## src/rtl/pipe_hazard_ctrl.sv

```systemverilog
// Hazard controller for a five-stage in-order pipeline: load-use stalls, branch flushes,
// data-memory wait holds, EX operand forwarding and a retired-instruction counter.
module pipe_hazard_ctrl (
    input  logic        clk,
    input  logic        rst,
    input  logic        id_valid,
    input  logic [4:0]  id_rs1,
    input  logic [4:0]  id_rs2,
    input  logic [1:0]  id_use_rs,
    input  logic [4:0]  id_rd,
    input  logic        id_rf_we,
    input  logic        id_is_load,
    input  logic        id_is_mem,
    input  logic        id_num_check,
    input  logic        ex_taken,
    input  logic        dmem_ready,
    output logic        pc_we,
    output logic        ifid_we,
    output logic        ifid_flush,
    output logic        idex_bubble,
    output logic        pipe_we,
    output logic [1:0]  fwd_a,
    output logic [1:0]  fwd_b,
    output logic [1:0]  state,
    output logic [31:0] num_inst
);

    // Handshake: dmem_ready is sampled in the cycle the MEM-stage access is pending;
    // while it is low the whole pipeline holds and no shadow stage advances.

    typedef struct packed {
        logic       valid;
        logic [4:0] rd;
        logic       rf_we;
        logic       load;
        logic       mem;
        logic       chk;
    } stage_t;

    typedef enum logic [1:0] {
        ST_RUN      = 2'b00,
        ST_LU_STALL = 2'b01,
        ST_FLUSH    = 2'b10,
        ST_MWAIT    = 2'b11
    } state_t;

    localparam logic [1:0] FWD_RF  = 2'b00;
    localparam logic [1:0] FWD_MEM = 2'b01;
    localparam logic [1:0] FWD_WB  = 2'b10;

    stage_t      ex_q, mem_q, wb_q;
    logic [4:0]  ex_rs1_q, ex_rs2_q;
    logic [1:0]  ex_use_q;
    state_t      state_q, state_d;
    logic [31:0] cnt_q;

    logic mwait, lu_hazard;
    logic a_mem, a_wb, b_mem, b_wb;

    assign mwait     = mem_q.valid & mem_q.mem & ~dmem_ready;
    assign lu_hazard = id_valid & ex_q.valid & ex_q.load & (ex_q.rd != 5'd0) &
                       ((id_use_rs[0] & (id_rs1 == ex_q.rd)) |
                        (id_use_rs[1] & (id_rs2 == ex_q.rd)));

    // Priority: reset, memory wait, flush, load-use stall, run.
    always_comb begin
        pc_we       = 1'b1;
        ifid_we     = 1'b1;
        ifid_flush  = 1'b0;
        idex_bubble = 1'b0;
        pipe_we     = 1'b1;
        state_d     = ST_RUN;
        if (rst) begin
            pc_we       = 1'b0;
            ifid_we     = 1'b0;
            ifid_flush  = 1'b1;
            idex_bubble = 1'b1;
            pipe_we     = 1'b1;
            state_d     = ST_RUN;
        end else if (mwait) begin
            pc_we       = 1'b0;
            ifid_we     = 1'b0;
            ifid_flush  = 1'b0;
            idex_bubble = 1'b0;
            pipe_we     = 1'b0;
            state_d     = ST_MWAIT;
        end else if (ex_taken) begin
            ifid_flush  = 1'b1;
            idex_bubble = 1'b1;
            state_d     = ST_FLUSH;
        end else if (lu_hazard) begin
            pc_we       = 1'b0;
            ifid_we     = 1'b0;
            idex_bubble = 1'b1;
            state_d     = ST_LU_STALL;
        end
    end

    // Forwarding looks only at the shadow stages, so it never depends on dmem_ready.
    assign a_mem = mem_q.valid & mem_q.rf_we & (mem_q.rd != 5'd0) & (mem_q.rd == ex_rs1_q) & ex_use_q[0];
    assign a_wb  = wb_q.valid  & wb_q.rf_we  & (wb_q.rd  != 5'd0) & (wb_q.rd  == ex_rs1_q) & ex_use_q[0];
    assign b_mem = mem_q.valid & mem_q.rf_we & (mem_q.rd != 5'd0) & (mem_q.rd == ex_rs2_q) & ex_use_q[1];
    assign b_wb  = wb_q.valid  & wb_q.rf_we  & (wb_q.rd  != 5'd0) & (wb_q.rd  == ex_rs2_q) & ex_use_q[1];

    always_comb begin
        fwd_a = FWD_RF;
        fwd_b = FWD_RF;
        if (!rst) begin
            if (a_mem)     fwd_a = FWD_MEM;
            else if (a_wb) fwd_a = FWD_WB;
            if (b_mem)     fwd_b = FWD_MEM;
            else if (b_wb) fwd_b = FWD_WB;
        end
    end

    always_ff @(posedge clk) begin
        if (rst) begin
            ex_q     <= '0;
            mem_q    <= '0;
            wb_q     <= '0;
            ex_rs1_q <= '0;
            ex_rs2_q <= '0;
            ex_use_q <= '0;
            cnt_q    <= '0;
            state_q  <= ST_RUN;
        end else begin
            state_q <= state_d;
            if (pipe_we) begin
                if (wb_q.valid & wb_q.chk)
                    cnt_q <= cnt_q + 32'd1;
                wb_q     <= mem_q;
                mem_q    <= ex_q;
                ex_q     <= '{valid: id_valid & ~idex_bubble, rd: id_rd, rf_we: id_rf_we,
                              load: id_is_load, mem: id_is_mem, chk: id_num_check};
                ex_rs1_q <= id_rs1;
                ex_rs2_q <= id_rs2;
                ex_use_q <= id_use_rs;
            end
        end
    end

    assign state    = state_q;
    assign num_inst = cnt_q;

endmodule

```

## config.mk

```make
export PLATFORM = sky130hd
export DESIGN_NAME = pipe_hazard_ctrl
export DESIGN_NICKNAME = d
export VERILOG_FILES = /design/src/rtl/pipe_hazard_ctrl.sv
export SDC_FILE = /design/constraint.sdc
export NUM_CORES = 1
export LEC_CHECK = 0
export ABC_AREA = 1
export ABC_CLOCK_PERIOD_IN_PS = 3400
export CAP_MARGIN = 30
export CORE_ASPECT_RATIO = 1.2
export CORE_MARGIN = 5
export CORE_UTILIZATION = 40
export CTS_CLUSTER_DIAMETER = 30
export DETAILED_ROUTE_END_ITERATION = 16
export GPL_TIMING_DRIVEN = 0
export REMOVE_ABC_BUFFERS = 1
export SLEW_MARGIN = 20
export SYNTH_ARGS = -nofsm -noshare
export SYNTH_HDL_FRONTEND = slang
export SYNTH_SLANG_ARGS = --single-unit
```

## constraint.sdc

```tcl
create_clock -name clk -period 3.4 [get_ports clk]
set_input_delay 0.34 -clock clk [delete_from_list [all_inputs] [get_ports clk]]
set_output_delay 0.34 -clock clk [all_outputs]
set_load 0.05 [all_outputs]
```

# Word level (Yosys, flattened, before mapping)
# Index checks and enable logic that the tools add are counted.
[word_totals]
regBits = 73
latch_bits = 0
ramBits = 0
rom_bits = 0
out_inout_bits = 43
word_cells = 78
memories = 0
[op_classes]
n_addsub = 1
mul = 0
n_div = 0
n_lt_le_gt_ge = 0
eq_ne = 6
shift = 0
mux = 22
n_bitwise = 25
reduce_logical = 4
[op_table]
columns = ["op", "count"]
rows = [
  ["adder 32 x 1 -> 32 bit (second input constant)", 1],
  ["equality test 5 bit", 6],
  ["bitwise AND 1 bit", 22],
  ["2-to-1 mux 2 bit", 8],
  ["nonzero test 5 bit", 3],
  ["2-to-1 mux 1 bit", 14],
  ["inverter 1 bit", 2],
  ["AND reduction 2 bit", 1],
  ["OR 1 bit", 1],
]

# Depth between registers and ports, before layout
# Gate-level depths: netlist (run 1).
[logic_depth]
word_depth = 10
mapped_depth = 10
depth_no_buf = 10

# Least setup slack after synthesis (run 1)
# No wires, ideal clock.
[synth_path]
path_kind = "register to output"
startpoint = "register mem_q[5] (netlist bit)"
endpoint = "output port fwd_a[0]"
t_arrival_ps = 1935
required_time_ps = 3060
setup_slack_ps = 1125
stages_incl_launch_ff = 6
path_buffers = 0
cell_sequence = "dfxtp_1 inv_1 nand2_1 o21ai_0 or3_1 nor3_1"
[synth_via]
elab_chain_len = 6
word_cells_on_any_way = 7
classes_between = "eq/ne: 1; mux: 2; bitwise: 3; reduce/logical: 1"
[synth_lines]
columns = ["item", "line", "source"]
rows = [
  ["start: declaration", "51", "stage_t ex_q, mem_q, wb_q;"],
  ["start signal: assignment", "132", "mem_q <= ex_q;"],
  ["nonzero test 5 bit", "100", "assign a_mem = mem_q.valid & mem_q.rf_we & (mem_q.rd != 5'd0) & (mem_q.rd == ex_rs1_q) & ex_use_q[0];"],
  ["bitwise AND 1 bit", "100", ""],
  ["bitwise AND 1 bit (*) (2 in a row)", "100", ""],
  ["2-to-1 mux 2 bit (*)", "109", "if (a_mem) fwd_a = FWD_MEM;"],
  ["2-to-1 mux 2 bit (*)", "108", "if (!rst) begin"],
  ["end: declaration", "22", "output logic [1:0] fwd_a,"],
]
# Every way passes the cells marked *; elsewhere a longest branch is shown, timed or not.

# Final worst setup path (run 1)
[layout_path]
startpoint = "input port rst"
endpoint = "output port fwd_a[1]"
[layout_via]
elab_chain_len = 1
[layout_lines]
columns = ["item", "line", "source"]
rows = [
  ["start: declaration", "5", "input logic rst,"],
  ["2-to-1 mux 2 bit", "108", ""],
]
# No other way between the ends.

==> results of run 1 <==
cell usage after synthesis, drive strengths merged:
| cell | instances | area (sq um) |
|---|---|---|
| clkinv | 1 | 3.750 |
| o22ai | 7 | 43.79 |
| nor2b | 1 | 6.260 |
| dfxtp | 73 | 1461 |
| clkbuf | 8 | 30.03 |
| nor3 | 12 | 76.33 |
| nand2 | 159 | 636.9 |
| a31oi | 2 | 12.51 |
| o211ai | 2 | 15.01 |
| o21ai | 52 | 260.3 |
| o21a | 1 | 7.510 |
| buf | 10 | 62.55 |
| nor2 | 105 | 484.2 |
| or3 | 1 | 6.260 |
| ha | 1 | 12.51 |
| inv | 70 | 262.8 |
| and3b | 1 | 8.760 |
| and3 | 1 | 6.260 |
| nand4 | 10 | 62.56 |
| nand3 | 29 | 175.2 |
| nor4 | 1 | 6.260 |
| xnor2 | 1 | 8.760 |
| xor2 | 5 | 43.79 |
| a21oi | 53 | 276.5 |
| nor3b | 2 | 15.01 |
| o21bai | 1 | 11.26 |
routing by layer:
metal / up-vias / global-route usage
met5: - / 0
met4: 0 / 0.1014
met3: 37 / 0.04360
met2: 124 / 0.3118
met1: 1833 / 0.2318
li1: 2086 / -
path summary, 6_finish.rpt:
kind / startpoint / to / slack (ns) / depth (start not counted)
max: rst / fwd_a[1] / 0.44 / 7
min reg2reg: ex_q[1] / ex_q[1] / 0.45 / 2
min: ex_q[1] / ex_q[1] / 0.45 / 2
max reg2reg: mem_q[9] / num_inst[6] / 1.23 / 8
cells in the final DEF, fill, tap and decap left out, drive strengths merged:
master	Yosys	layout
o22ai	7	7
bufinv	0	2
nor3	12	12
o211ai	2	2
nor2	105	105
inv	70	70
nor4	1	1
o21bai	1	1
nand4	10	10
or3	1	1
nor2b	1	1
buf	10	2
clkdlybuf4s50	0	67
a31oi	2	2
o21a	1	1
o21ai	52	52
dfxtp	73	73
a21oi	53	53
nor3b	2	2
clkinvlp	0	1
clkinv	1	3
and3b	1	1
and3	1	1
nand2	159	159
xor2	5	5
xnor2	1	1
nand3	29	29
clkbuf	8	11
ha	1	1
stage by stage:
stage               hold WS (ns)  cell area, sq um  utilization  power [W]  std cells
floorplan                 0.4024              3904            -  0.0009926        591
global placement          0.4400              4742       0.4785   0.001060        785
detailed placement        0.4465              4770       0.4813   0.001062        786
CTS                       0.4568              5100       0.5146   0.002108        802
global route              0.4835              5102       0.5149   0.002167        802
finish                    0.4534              5102       0.5149   0.002087        802
report_power, final:
group | internal (W) | switching, W
logic | 0.0000629 | 0.0000840
clock network | 0.000680 | 0.000363
registers | 0.000878 | 0.0000187
total | 0.00162 | 0.000466
flip-flops by register name, indices dropped and copies added (netlist names):
name,cells
mem_q,9
ex_rs2_q,5
state,2
num_inst,32
ex_rs1_q,5
ex_use_q,2
wb_q,8
ex_q,10
worst reg2reg max path, stage by stage (launching register included):
cell and delay, ns:
dfxtp_1 0.35, nand2_1 0.10, nor2_4 0.52, nand2_4 0.23
nand2_4 0.28, inv_2 0.21, nand3_1 0.14, xor2_1 0.16
nor2_1 0.05
cell type report:
type                    instances  area [sq um]
fillers                      1004          4807
multi-input cells             447          2181
flip-flops and latches         73          1461
repair buffers                 69         703.2
inverters                      71         269.0
clock buffers                  11         252.7
well taps                     126         157.7
clock inverters                 5         77.57
logic make-up after synthesis:
group / count (synthesis) / synth area share
simple gates: 322 / 0.3713
xor+xnor: 6 / 0.01315
fa+ha+maj: 1 / 0.003130
compound gates: 118 / 0.1569
flops: 73 / 0.3657
buf+inv: 89 / 0.08985
==> results.py, run 1 <==
metrics = {
    "status": {
        "outcome": "finished clean",
    },
    "clock_tree": {
        "cts_buffer_depth": 2,
        "cts.sinks": 73,
        "cts_buffers": 9,
        "hold_buffers": 0,
        "clk_latency_ns": 0.33,
        "root_buffer": "clkbuf_16",
        "clkTransAtPathRegs_ns": 0.05,
        "cts_tree": "built",
        "cts.repair.resized": 0,
        "cts.htree.levels": 3,
        "post_cts_buffers": 0,
    },
    "worst_setup_path": {
        "criticalPathCategory": "input port to primary output",
        "crit_fanout": 56,
        "setup.worst_path.start_class": "input port",
        "cp_top_family": "buffers and inverters",
        "path_common_cell": "nor2_1",
        "crit_required_ns": 3.06,
        "cp_num_buf_inv": 3,
        "cp_cell_sequence": "buf_2 > inv_4 > o211ai_1 > nor2_1 > nand4_1 > nor2_1 > clkdlybuf4s50_1",
        "arrival_ns": 2.62,
        "cp_slowest_cell": "clkdlybuf4s50_1",
        "end_kind": "primary output",
        "crit_path_max_incr_delay_ns": 0.84,
    },
    "timing": {
        "fin_skew_ns": 0.004592,
        "finalMaxSlewViolations": 0,
        "rsz0062_at_grt": "no",
        "hold_violations": 0,
        "fin_crit_ns": 2.959,
        "tns_ns": 0,
        "maxSlewHeadroom": 0.5579,
        "setup_violations": 0,
        "fmax_mhz": 338.0,
        "worst_pin_slew_ns": 0.6616,
        "period_share": 0.8702,
        "setup_ws_ns": 0.4414,
    },
    "routing": {
        "finalWirelength_microns": 11100,
        "postRouteAntennaNets": 0,
        "routed-via-count": 4080,
        "drt_first_pass_iters": 4,
        "drt_iter0_drc": 198,
        "highest_layer": "met4",
        "wl_per_cell_microns": 13.84,
        "via_per_inst": 5.087,
        "wl_met2_microns": 5214,
        "drc": 0,
        "wl_met3_microns": 575,
        "wl_met1_microns": 4879,
    },
    "power": {
        "power.density_mw_per_mm2": 408.9,
        "vdd_drop_max_mv": 0.2992,
        "cellLeakagePower_nw": 2.019,
    },
    "finish": {
        "diodes": 0,
        "nets": 698,
        "syn_to_final_growth_pct": 27.68,
        "drive_gt1_frac": 0.08136,
    },
    "place": {
        "gp_congestion": 0.9100,
        "dp_slack_ns": 0.2055,
        "dp_hpwl_microns": 8103,
        "portBuffers": 68,
    },
    "synth": {
        "ys_seq_elements": 73,
        "yosysSeqAreaShare": 0.3657,
        "yosys_warnings": 0,
        "ys_types": 40,
        "synth_area_sq_mm": 0.003996,
        "synth_cells": 609,
        "syn_avg_cell_area_sq_um": 6.562,
    },
    "global_routing": {
        "grt_first_pass_wirelength_microns": 18560,
        "grt_pass1_vias": 4003,
        "grt_util_all_layers": 0.1916,
        "grt_max_degree": 57,
        "gr-total-overflow": 0,
        "grt_antenna_before_repair": 0,
    },
    "floorplan": {
        "start_util": 0.4033,
        "design.core.area_sq_mm": 0.009910,
        "ioPinCount": 69,
        "die_w_microns": 101.2,
        "dieHeight_microns": 119.5,
        "die-area_sq_mm": 0.01210,
        "rows": 40,
    },
    "run": {
        "maxCapViolCount": 0,
    },
    "min_path": {
        "hold_class": "register to register",
    },
}
No activity file was read; power rests on OpenSTA's default activity.
==> run 2, diff against run 1 <==
--- a/config.mk
+++ b/config.mk
@@ -8,7 +8,7 @@
 export ABC_AREA = 1
 export ABC_CLOCK_PERIOD_IN_PS = 3400
 export CAP_MARGIN = 30
-export CORE_ASPECT_RATIO = 1.2
+export CORE_ASPECT_RATIO = 0.6
 export CORE_MARGIN = 5
 export CORE_UTILIZATION = 40
 export CTS_CLUSTER_DIAMETER = 30
==> run 2 against run 1 <==
Setup slack got worse by 0.27 ns; global-route usage increased by 0.95 points; clock power decreased by 19%; maximum frequency decreased by 8.5%; non-clock buffer count increased by 1; first-iteration DRC count increased by 110%; combinational power increased by 5%; critical path depth unchanged; clock skew decreased by 0.00086 ns; design area decreased by 0.93%; core utilization about the same; critical path type unchanged; critical endpoint unchanged; highest routed layer unchanged.
==> results.py, run 2 (synthesized netlist as in run 1, its figures left out) <==
metrics = {
    "timing": {
        "maxSlewHeadroom": 0.5229,
        "setup_violations": 0,
        "fin_crit_ns": 3.233,
        "hold_violations": 0,
        "finalMaxSlewViolations": 0,
        "tns_ns": 0,
        "fin_skew_ns": 0.003732,
        "period_share": 0.9509,
        "rsz0062_at_grt": "no",
        "fmax_mhz": 309.3,
        "worst_pin_slew_ns": 0.7140,
    },
    "worst_setup_path": {
        "crit_required_ns": 3.06,
        "r2r_start": "mem_q[9]",
        "crit_path_max_incr_delay_ns": 0.81,
        "cp_cell_sequence": "clkdlybuf4s50_1 > inv_4 > o211ai_1 > nor2_1 > nand4_1 > nor2_1 > clkdlybuf4s50_1",
        "setup.worst_path.start_class": "input port",
        "cp_slowest_cell": "clkdlybuf4s50_1",
        "crit_fanout": 56,
        "cp_top_family": "buffers and inverters",
        "crit_start": "rst",
        "end_kind": "primary output",
        "cp_num_buf_inv": 3,
        "criticalPathCategory": "input port to primary output",
        "arrival_ns": 2.89,
    },
    "floorplan": {
        "rows": 28,
        "dieHeight_microns": 87.43,
        "design.core.area_sq_mm": 0.009809,
        "ioPinCount": 69,
        "die_w_microns": 139.0,
        "start_util": 0.4074,
        "die-area_sq_mm": 0.01216,
    },
    "clock_tree": {
        "post_cts_buffers": 0,
        "clkTransAtPathRegs_ns": 0.05,
        "clk_latency_ns": 0.33,
        "cts.htree.levels": 3,
        "cts_buffers": 9,
        "cts_buffer_depth": 2,
        "root_buffer": "clkbuf_16",
        "cts_tree": "built",
        "cts.sinks": 73,
    },
    "routing": {
        "via_per_inst": 5.049,
        "drc": 0,
        "postRouteAntennaNets": 0,
        "drt_first_pass_iters": 5,
        "drt_iter0_drc": 415,
        "finalWirelength_microns": 11770,
        "routed-via-count": 4085,
        "wl_per_cell_microns": 14.54,
    },
    "finish": {
        "final_common_cell": "nand2_1",
        "drive_gt1_frac": 0.07418,
        "n_fill_cell": 992,
        "layout_common_cells": "nand2_1, nor2_1, dfxtp_1",
        "diodes": 0,
        "nets": 699,
        "largest_reg_flops": 32,
        "final_cells": 809,
        "syn_to_final_growth_pct": 26.49,
    },
    "status": {
        "outcome": "finished clean",
    },
    "min_path": {
        "hold_class": "register to register",
        "worstHoldStart": "ex_q[9]",
    },
    "global_routing": {
        "gr-total-overflow": 0,
        "grt_first_pass_wirelength_microns": 19510,
        "grt_pass1_vias": 3783,
        "grt_max_degree": 57,
        "use_met2": 0.2646,
        "use_met3": 0.05431,
        "grt_antenna_before_repair": 0,
        "met1_usage": 0.3163,
        "grt_util_all_layers": 0.2011,
        "grt-busiest-layer": "met1",
    },
    "place": {
        "portBuffers": 68,
        "gp_congestion": 0.9207,
        "dp_hpwl_microns": 8954,
        "dp_cells": 796,
    },
    "power": {
        "vdd_drop_max_mv": 0.2608,
        "cellLeakagePower_nw": 1.989,
        "power.density_mw_per_mm2": 374.2,
    },
    "run": {
        "maxCapViolCount": 0,
    },
}
-- run 2: cell type report --
cell class / instances / area [sq um] / area share
Clock buffer: 12 / 246.5 / 0.04876
Clock inverter: 1 / 5.005 / 0.0009901
Inverter: 71 / 269.0 / 0.05322
Multi-Input combinational cell: 447 / 2181 / 0.4314
Sequential cell: 73 / 1461 / 0.2891
Tap cell: 135 / 168.9 / 0.03342
Timing Repair Buffer: 70 / 723.2 / 0.1431
-- run 2: metal layers --
metal  up-vias  share of wire  wire, microns
met1      1844           0.55           6496
met3        13          0.072            852
li1       2089              -              -
met2       139           0.36           4293
met5         -              0              0
met4         0          0.010            123
-- run 2: tightest hold or removal path: cells and delay by family (launching register included) --
family,cells,cell delay (ns)
and+or+nand+nor,2,0.10
DFF,1,0.31
-- run 2: power breakdown --
group          switching [W]  total, W  internal, W
Clock               0.000338  0.000838     0.000500
Sequential         0.0000199  0.000898     0.000878
Combinational      0.0000900  0.000155    0.0000651
-- run 2: path summary, 6_finish.rpt --
path	to	slack [ns]	cells after the start
max	fwd_a[1]	0.17	7
min	ex_q[9]	0.45	2
max reg2reg	num_inst[6]	1.15	8
min reg2reg	ex_q[9]	0.45	2
-- run 2: stage by stage --
| step | util | worst slack [ns] | instance area, sq um | total power, W | hold slack [ns] |
|---|---|---|---|---|---|
| 6_report | 0.5153 | 0.1668 | 5055 | 0.001892 | 0.4485 |
| 3_3_place_gp | 0.4846 | -0.7295 | 4753 | 0.001065 | 0.4400 |
| 4_1_cts | 0.5153 | 0.1904 | 5055 | 0.001912 | 0.4509 |
| 2_1_floorplan | - | 0.7340 | 3904 | 0.0009926 | 0.4024 |
| 5_1_grt | 0.5153 | 0.01888 | 5055 | 0.001966 | 0.4642 |
| 3_5_place_dp | 0.4894 | -0.06058 | 4801 | 0.001068 | 0.4406 |
-- run 2: repair_timing --
action                                  in CTS  in global routing
hold buffers                                 0                  0
endpoints found under the setup margin       2                  0
resized for setup                            1                  0
==> run 3, diff against run 2 <==
--- a/config.mk
+++ b/config.mk
@@ -11,7 +11,7 @@
 export CORE_ASPECT_RATIO = 0.6
 export CORE_MARGIN = 5
 export CORE_UTILIZATION = 40
-export CTS_CLUSTER_DIAMETER = 30
+export CTS_CLUSTER_DIAMETER = 100
 export DETAILED_ROUTE_END_ITERATION = 16
 export GPL_TIMING_DRIVEN = 0
 export REMOVE_ABC_BUFFERS = 1
==> results of run 3 <==
Final layout, timing and power as in run 2 (identical DEF).
